`src/rtl/harmonic_pkg.sv`:
```
// Shared definitions for the harmonic scheduler: sequencing states, widths,
// mix weight codes and the output saturation helper.
package harmonic_pkg;

    localparam int PHASE_W  = 20;
    localparam int ROM_AW   = 10;
    localparam int SAMPLE_W = 16;
    localparam int MIX_W    = 18;

    localparam logic [1:0] WEIGHT_H1   = 2'd0;
    localparam logic [1:0] WEIGHT_H12  = 2'd1;
    localparam logic [1:0] WEIGHT_H123 = 2'd2;

    localparam logic signed [MIX_W-1:0] SAT_MAX = 18'sd32767;
    localparam logic signed [MIX_W-1:0] SAT_MIN = -18'sd32768;

    typedef enum logic [2:0] {
        IDLE = 3'd0,
        RD1  = 3'd1,
        RD2  = 3'd2,
        RD3  = 3'd3,
        CAP3 = 3'd4,
        OUT  = 3'd5
    } state_t;

    function automatic logic signed [SAMPLE_W-1:0] saturate_mix(input logic signed [MIX_W-1:0] v);
        if (v > SAT_MAX)
            return SAT_MAX[SAMPLE_W-1:0];
        else if (v < SAT_MIN)
            return SAT_MIN[SAMPLE_W-1:0];
        else
            return v[SAMPLE_W-1:0];
    endfunction

endpackage

```
`src/rtl/sine_quadrant_fold.sv`:
```
// Maps a full-cycle phase onto a quarter-wave ROM address and restores the
// sign of the looked-up magnitude for the phase's half-cycle.
module sine_quadrant_fold #(
    parameter int PHASE_W  = 20,
    parameter int ROM_AW   = 10,
    parameter int SAMPLE_W = 16
) (
    input  logic        [PHASE_W-1:0]  phase,
    input  logic        [SAMPLE_W-1:0] rom_data,
    output logic        [ROM_AW-1:0]   rom_addr,
    output logic signed [SAMPLE_W-1:0] sample
);

    logic [1:0]        quadrant;
    logic [ROM_AW-1:0] angle;

    assign quadrant = phase[PHASE_W-1 -: 2];
    assign angle    = phase[PHASE_W-3 -: ROM_AW];

    // Odd quadrants run the quarter wave backwards; 1023-a is the bitwise inverse.
    assign rom_addr = quadrant[0] ? ~angle : angle;
    assign sample   = quadrant[1] ? -$signed(rom_data) : $signed(rom_data);

endmodule

```
`src/rtl/harmonic_scheduler.sv`:
```
// Time-shares one quarter-wave sine ROM between the 1x/2x/3x harmonic phase
// accumulators and mixes the three lookups into one saturated signed sample.
module harmonic_scheduler #(
    parameter int PHASE_W  = 20,
    parameter int ROM_AW   = 10,
    parameter int SAMPLE_W = 16
) (
    input  logic                       clk,
    input  logic                       reset,
    input  logic                       play_enable,
    input  logic                       generate_next_sample,
    input  logic        [PHASE_W-1:0]  step_size,
    input  logic        [1:0]          weight,
    input  logic                       note_done,
    output logic        [ROM_AW-1:0]   rom_addr,
    input  logic        [SAMPLE_W-1:0] rom_data,
    output logic signed [SAMPLE_W-1:0] harmonic_out,
    output logic                       sample_ready,
    output logic                       busy
);
    import harmonic_pkg::*;

    state_t                     state_reg;
    logic        [PHASE_W-1:0]  phase_reg [3];
    logic        [PHASE_W-1:0]  step_reg  [3];
    logic        [1:0]          weight_reg;
    logic signed [SAMPLE_W-1:0] h1_reg;
    logic signed [SAMPLE_W-1:0] h2_reg;

    logic        [ROM_AW-1:0]   fold_addr   [3];
    logic signed [SAMPLE_W-1:0] fold_sample [3];

    logic                       accept;
    logic signed [MIX_W-1:0]    h1_ext;
    logic signed [MIX_W-1:0]    h2_ext;
    logic signed [MIX_W-1:0]    h3_ext;
    logic signed [MIX_W-1:0]    mix_next;

    // Phases only move in OUT or on an IDLE clear, so each fold's sign is
    // stable for the whole read sequence.
    generate
        for (genvar gi = 0; gi < 3; gi++) begin : g_fold
            sine_quadrant_fold #(
                .PHASE_W  (PHASE_W),
                .ROM_AW   (ROM_AW),
                .SAMPLE_W (SAMPLE_W)
            ) u_fold (
                .phase    (phase_reg[gi]),
                .rom_data (rom_data),
                .rom_addr (fold_addr[gi]),
                .sample   (fold_sample[gi])
            );
        end
    endgenerate

    assign accept = (state_reg == IDLE) && generate_next_sample && play_enable && !note_done;

    assign h1_ext = {{(MIX_W-SAMPLE_W){h1_reg[SAMPLE_W-1]}}, h1_reg};
    assign h2_ext = {{(MIX_W-SAMPLE_W){h2_reg[SAMPLE_W-1]}}, h2_reg};
    assign h3_ext = {{(MIX_W-SAMPLE_W){fold_sample[2][SAMPLE_W-1]}}, fold_sample[2]};

    always_comb begin
        mix_next = h1_ext;
        case (weight_reg)
            WEIGHT_H1:  mix_next = h1_ext;
            WEIGHT_H12: mix_next = (h1_ext >>> 1) + (h1_ext >>> 3) + (h2_ext >>> 2) + (h2_ext >>> 3);
            default:    mix_next = (h1_ext >>> 1) + (h1_ext >>> 3) + (h2_ext >>> 2) + (h3_ext >>> 3);
        endcase
    end

    always_ff @(posedge clk or negedge reset) begin
        if (!reset) begin
            state_reg    <= IDLE;
            weight_reg   <= WEIGHT_H1;
            h1_reg       <= '0;
            h2_reg       <= '0;
            rom_addr     <= '0;
            harmonic_out <= '0;
            sample_ready <= 1'b0;
            busy         <= 1'b0;
            for (int i = 0; i < 3; i++) begin
                phase_reg[i] <= '0;
                step_reg[i]  <= '0;
            end
        end else begin
            sample_ready <= 1'b0;
            case (state_reg)
                IDLE: begin
                    if (note_done) begin
                        for (int i = 0; i < 3; i++) phase_reg[i] <= '0;
                    end
                    if (accept) begin
                        step_reg[0] <= step_size;
                        step_reg[1] <= step_size << 1;
                        step_reg[2] <= step_size + (step_size << 1);
                        weight_reg  <= weight;
                        rom_addr    <= fold_addr[0];
                        busy        <= 1'b1;
                        state_reg   <= RD1;
                    end
                end
                RD1: begin
                    rom_addr  <= fold_addr[1];
                    state_reg <= RD2;
                end
                RD2: begin
                    h1_reg    <= fold_sample[0];
                    rom_addr  <= fold_addr[2];
                    state_reg <= RD3;
                end
                RD3: begin
                    h2_reg    <= fold_sample[1];
                    state_reg <= CAP3;
                end
                CAP3: begin
                    // h3 is taken straight from the fold so the new sample and
                    // its strobe are already visible throughout OUT.
                    harmonic_out <= saturate_mix(mix_next);
                    sample_ready <= 1'b1;
                    state_reg    <= OUT;
                end
                OUT: begin
                    for (int i = 0; i < 3; i++) phase_reg[i] <= phase_reg[i] + step_reg[i];
                    busy      <= 1'b0;
                    state_reg <= IDLE;
                end
                default: begin
                    busy      <= 1'b0;
                    state_reg <= IDLE;
                end
            endcase
        end
    end

endmodule

```
`config.mk`:
```
export PLATFORM = sky130hd
export DESIGN_NAME = harmonic_scheduler
export DESIGN_NICKNAME = d
export VERILOG_FILES = /design/src/rtl/harmonic_pkg.sv /design/src/rtl/sine_quadrant_fold.sv /design/src/rtl/harmonic_scheduler.sv
export SDC_FILE = /design/constraint.sdc
export NUM_CORES = 1
export LEC_CHECK = 0
export BUFFER_PORTS_ARGS = -buffer_cell sky130_fd_sc_hd__buf_4
export CAP_MARGIN = 25
export CORE_MARGIN = 5
export CORE_UTILIZATION = 57
export DETAILED_ROUTE_END_ITERATION = 12
export GPL_TIMING_DRIVEN = 0
export HOLD_SLACK_MARGIN = 0.05
export PLACE_DENSITY_LB_ADDON = 0.3
export SYNTH_ARGS = -nofsm -noshare
export SYNTH_HDL_FRONTEND = slang
export SYNTH_SLANG_ARGS = --single-unit
export TNS_END_PERCENT = 50
```
`constraint.sdc`:
```
create_clock -name clk -period 4.45 [get_ports clk]
set_input_delay 0.2225 -clock clk [delete_from_list [all_inputs] [get_ports clk]]
set_output_delay 0.2225 -clock clk [all_outputs]
set_load 0.005 [all_outputs]
```
# Yosys cells after proc, flatten, opt, wreduce, memory -nomap -nowiden
# Cells that the tools add are included.
# op_classes
n_mux	18
n_eq_ne	8
bitwise	4
magnitude_cmp	2
div	0
mul	0
reduce_logical	13
add_sub_neg	9
shifts	0
# ops
operator	n
60-bit one-hot mux with 2 select lines	1
20-bit adder	4
16-bit two-way mux	5
60-bit two-way mux	1
10-bit two-way mux	4
17-bit by 13-bit adder with 18-bit output	2
18-bit one-hot mux with 2 select lines	1
10-bit NOT	3
10-bit one-hot mux with 3 select lines	1
18-bit by 16-bit greater-than comparator with 1-bit output (second input constant)	1
18-bit by 16-bit less-than comparator with 1-bit output (second input constant)	1
16-bit by 14-bit adder with 17-bit output	1
15-bit by 13-bit adder with 16-bit output	1
16-bit negator	1
3-bit one-hot mux with 5 select lines	1
2-bit AND reduction	4
3-bit by 2-bit equality test with 1-bit output (second input constant)	2
3-bit equality test (second input constant)	2
2-bit != test (second input constant)	2
4-bit OR reduction	1
3-bit by 1-bit equality test with 1-bit output (second input constant)	1
1-bit logical AND	3
3-bit zero test	1
3-bit two-way mux	1
other kinds (8)	9
# totals
memories	0
word_cells	68
inputBits	43
out_inout_bits	28
romBits	0
regBits	184
ram_bits	0
latch_bits	0

# Longest topological paths before layout
# depth
ltp_word	7
mapped_depth	21
mapped_depth_nobuf	20

# Modules after synthesis
# From an unflattened synthesis, not the netlist that was laid out.
# unflattened
hier_cells	1472
area_unflattened_um2	13107.6
# modules_own_cells
mod	seq_area_each_um2	instances	cells_each	area_each_um2
harmonic_scheduler	4028.9	1	1298	11771.3
sine_quadrant_fold	0.0	3	58	445.4

# Least setup slack after synthesis
# No wires, ideal clock.
# synth_path
path_kind	input port to flip-flop
startpoint	in rom_data[0]
endpoint	reg harmonic_out[5]
n_path_buf	1
required_ps	4384
setup_ps	66
setup_slack_ps	-461
stages	20
arrival_ps	4845
cell_sequence	inv_1 > ha_1 > or3b_4 > or4b_4 > or3_4 > or3_4 > or3_4 > nand2_1 > xor2_1 > o21ai_1 > ha_1 > a21oi_1 > nor2b_1 > nor2_1 > o21ai_0 > a221o_1 > xnor2_1 > a2111oi_2 > clkbuf_1 > a221o_1
# synth_between
elab_chain_len	7
# synth_lines
element	line	source
start, declared	harmonic_scheduler.sv:16	input logic [SAMPLE_W-1:0] rom_data,
16-bit negator (*)	sine_quadrant_fold.sv:22	assign sample = quadrant[1] ? -$signed(rom_data) : $signed(rom_data);
16-bit two-way mux (*)	sine_quadrant_fold.sv:22	
17-bit by 13-bit adder with 18-bit output (*)	harmonic_scheduler.sv:67	default: mix_next = (h1_ext >>> 1) + (h1_ext >>> 3) + (h2_ext >>> 2) + (h3_ext >>> 3);
18-bit one-hot mux with 2 select lines (*)	harmonic_scheduler.sv:64	case (weight_reg)
18-bit by 16-bit less-than comparator with 1-bit output	harmonic_pkg.sv:29	else if (v < SAT_MIN)
16-bit two-way mux	harmonic_pkg.sv:29	
16-bit two-way mux (*)	harmonic_pkg.sv:27	if (v > SAT_MAX)
end signal, assigned	harmonic_scheduler.sv:118	harmonic_out <= saturate_mix(mix_next);
end, declared	harmonic_scheduler.sv:17	output logic signed [SAMPLE_W-1:0] harmonic_out,
# Every way passes the cells marked *; elsewhere a longest branch is shown, timed or not.
# A chain may end at the register's enable or synchronous reset.

# Worst setup path after layout
# layout_path
startpoint	reg h1_reg[2]
endpoint	reg harmonic_out[12]
# layout_between
elab_chain_len	7
# layout_lines
element	line	source
start, declared	harmonic_scheduler.sv:27	logic signed [SAMPLE_W-1:0] h1_reg;
start signal, assigned	harmonic_scheduler.sv:107	h1_reg <= fold_sample[0];
15-bit by 13-bit adder with 16-bit output	harmonic_scheduler.sv:66, harmonic_scheduler.sv:67	
16-bit by 14-bit adder with 17-bit output	harmonic_scheduler.sv:66, harmonic_scheduler.sv:67	
17-bit by 13-bit adder with 18-bit output, on equally long branches	harmonic_scheduler.sv:67, harmonic_scheduler.sv:66	
18-bit one-hot mux with 2 select lines (*)	harmonic_scheduler.sv:64	
18-bit by 16-bit less-than comparator with 1-bit output	harmonic_pkg.sv:29	
16-bit two-way mux	harmonic_pkg.sv:29	
16-bit two-way mux (*)	harmonic_pkg.sv:27	
# Marked as above.

==> summary.md <==
| Metric | Value |
|---|---|
| DRT Wirelength | `33.2 mm` |
| CTS Buffer Depth | `2` |
| Share of cells above drive strength 1 | `0.116` |
| GRT Util Overall | `0.275` |
| Post-Syn Instances | `1440` |
| Worst-path clk slew | `0.07 ns` |
| Highest Signal Layer | `met4` |
| Synthesis warning total | `0` |
| Grt ovf | `0` |
| H-tree levels | `4` |
| Max Cap Viol | `0` |
| CP cell instances | `fa_1 -> ha_2 -> inv_2 -> fa_2 -> nor2b_2 -> o21a_1 -> o21a_1 -> buf_4 -> o21ai_1 -> nor2b_2 -> xnor2_1 -> ha_2 -> o21a_1 -> o21a_1 -> a21o_1 -> o21ai_0 -> nand4_1 -> buf_4 -> a2111oi_4 -> clkbuf_8 -> a221o_1` |
| Setup Total Neg Slack | `-6.62 ns` |
| Largest net degree at the start of global routing | `100` |
| Clock net sink count | `161` |
| Hold WC Path Type | `in -> reg` |
| Inst Count DP | `1783` |
| Post-Syn Area per Cell | `8.53 sq um` |
| Die Area | `24600 sq um` |
| Routed met3 length | `1.53 mm` |
| Final setup fails | `15` |
| Unrepaired setup endpoints after global routing | `yes` |
| Critical Path Start Type | `flip-flop` |
| Post-synth EDFFs | `0` |
| CP bufs+invs | `4` |
| Worst-path fanout max | `5` |
| # IOs | `71` |
| CP dominant cell by count | `o21a_1` |
| Cts bufs inserted | `17` |
| Vias in the first global route | `11100` |
| Remaining DRCs | `0` |
| Setup slack after layout | `-0.466 ns` |
| Clock skew | `0.0155 ns` |
| DR vias/cell | `5.94` |
| Initial core utilization | `0.581` |
| DRT iter0 DRCs | `639` |
| DP Wirelength | `25.0 mm` |
| Clk root buf | `clkbuf_16` |
| Die Y | `157 microns` |
| Max reg flops | `59` |
| FP Rows | `53` |
| Fin crit share | `1.10` |
| CP endpoint kind | `flip-flop` |
| GPL Wtd Cong | `0.951` |
| Worst EP arrival | `5.29 ns` |
| CP top delay family | `compound AO/OA/AOI/OAI gates` |
| Total number of vias | `11100` |
| Layout Cells excl Fill | `1862` |
| WS Path Type | `reg -> reg` |
| N_diodes | `0` |
| Post-layout min period | `4.92 ns` |
| Met2 wire length | `17.1 mm` |
| Drt first pass iters | `7` |
| Final #Nets | `1744` |
| Slew HR | `0.210` |
| Synthesized Nets | `1610` |
| Failing checks | `negative setup slack` |
| Synth async-reset ratio | `1.00` |
| Core box area | `21200 sq um` |
| Status | `finished with violations` |
| Sequential-to-total area share from yosys stat | `0.328` |
| Flop2flop setup slack | `-0.47 ns` |
| Drt wl/cell | `17.8 microns` |
| Area growth syn-to-layout | `17.3%` |
| Initial antenna violation count | `0` |
| Post-synth cell types | `62` |
| Endpoints failing hold | `0` |
| Die X | `157 microns` |
| Fin. max-slew vios | `0` |
| Post-placement setup slack | `-0.966 ns` |
| Tightest Pin Transition | `1.18 ns` |
| CTS tree | `done` |
| Final antenna-violating net count | `0` |
| Crit-path slowest cell | `fa_1` |
| First-pass GRT wire length | `54.2 mm` |
| Slowest cell delay on critical path | `0.57 ns` |
| F_max | `0.203 GHz` |
| WP data required | `4.82 ns` |
| Clk_lat worst skew | `0.45 ns` |
| Port buffer count | `67` |
| Synth Register Bits | `161` |
| Post-synth top flop | `dfrtp_1` |
| Synthesized area | `12300 sq um` |
| WL met1 | `13.2 mm` |
metrics by stage:
stage	utilization	area, sq um	hold WS [ns]
after floorplan	-	12400	-0.0731
after global placement	0.625	13200	0.429
after detailed placement	0.626	13300	0.202
after CTS	0.679	14400	0.0542
after global routing	0.681	14400	0.0650
final	0.681	14400	0.0615
layout by cell type (no fill, tap or decap), drive strengths merged, types with 10 or more instances in the layout:
master	instances
a22o	11
inv	58
buf	100
o21a	16
xor2	99
a221o	17
nand2b	12
or3	23
nor3	27
a21oi	75
a21o	30
dlygate4sd3	20
xnor2	50
nor2	80
dfrtp	161
nor2b	12
clkbuf	71
nand3	23
ha	107
a222oi	10
fa	20
nand2	260
a211oi	16
o21ai	164
kinds of logic (layout without fill, tap and decap cells):
family,after synthesis,in the layout,share of synthesized area
flip-flops,161,161,0.328
adder cells (fa/ha/maj),127,127,0.142
AND/OR/NAND/NOR,476,476,0.173
AO/OA/AOI/OAI,406,406,0.211
multiplexers,7,7,0.00611
buffers and inverters,114,261,0.0349
XOR/XNOR,149,149,0.106
routing by layer:
metal  global-route usage  up-vias
met4                0.131        0
met2                0.501      341
met1                0.316     5236
li1                     -     5372
met3               0.0420      103
met5                    0        -
final cells by class:
cell class | count | area [sq um]
fillers | 1712 | 6740
clock inverters | 13 | 161
repair buffers | 116 | 955
multi-input cells | 1165 | 8010
plain buffers | 56 | 231
flip-flops and latches | 161 | 4030
inverters | 57 | 231
well taps | 275 | 344
clock buffers | 19 | 443
worst min-delay path, stage by stage:
cell and delay (ns):
buf_4 0.12, nand2_1 0.05, o21ai_0 0.06
final timing paths:
path	startpoint	cells after the start	end
setup / recovery	h1_reg[2]$_DFFE_PN0P_	21	harmonic_out[12]$_DFFE_PN0P_
setup reg to reg	h1_reg[2]$_DFFE_PN0P_	21	harmonic_out[12]$_DFFE_PN0P_
min in group asynchronous	reset	2	harmonic_out[0]$_DFFE_PN0P_
hold reg to reg	rom_addr[2]$_DFFE_PN0P_	2	rom_addr[2]$_DFFE_PN0P_
max in group asynchronous	reset	3	rom_addr[3]$_DFFE_PN0P_
hold / removal	step_size[18]	3	step_reg[58]$_DFFE_PN0P_
synthesized netlist by cell type, types with 11 or more instances:
library cell  count  area [sq um]
xor2_1           99           867
a211oi_1         16           120
or3_1            20           125
xnor2_1          50           438
nor2b_1          12          75.1
o21ai_0         157           786
nand2b_1         12          75.1
a21o_1           30           225
nand3_1          23           115
ha_1            107          1340
nor3_1           27           135
dfrtp_1         161          4030
clkbuf_1         52           195
a22o_1           11          96.3
a221o_1          17           170
inv_1            57           214
a21oi_1          75           375
nor2_1           80           300
nand2_1         260           976
fa_1             20           400
o21a_1           16           120
what timing repair did:
item / in CTS / in global routing
gates cloned: 2 / 0
endpoints found under the setup margin: 16 / 16
hold buffers: 20 / 0
endpoints found under the hold margin: 81 / 0
setup buffers: 23 / 3
pin swaps: 37 / 18
resized for setup: 33 / 6
Power is not shown: default switching activity piles up to over one toggle a cycle in this logic, so the estimate is an artifact.
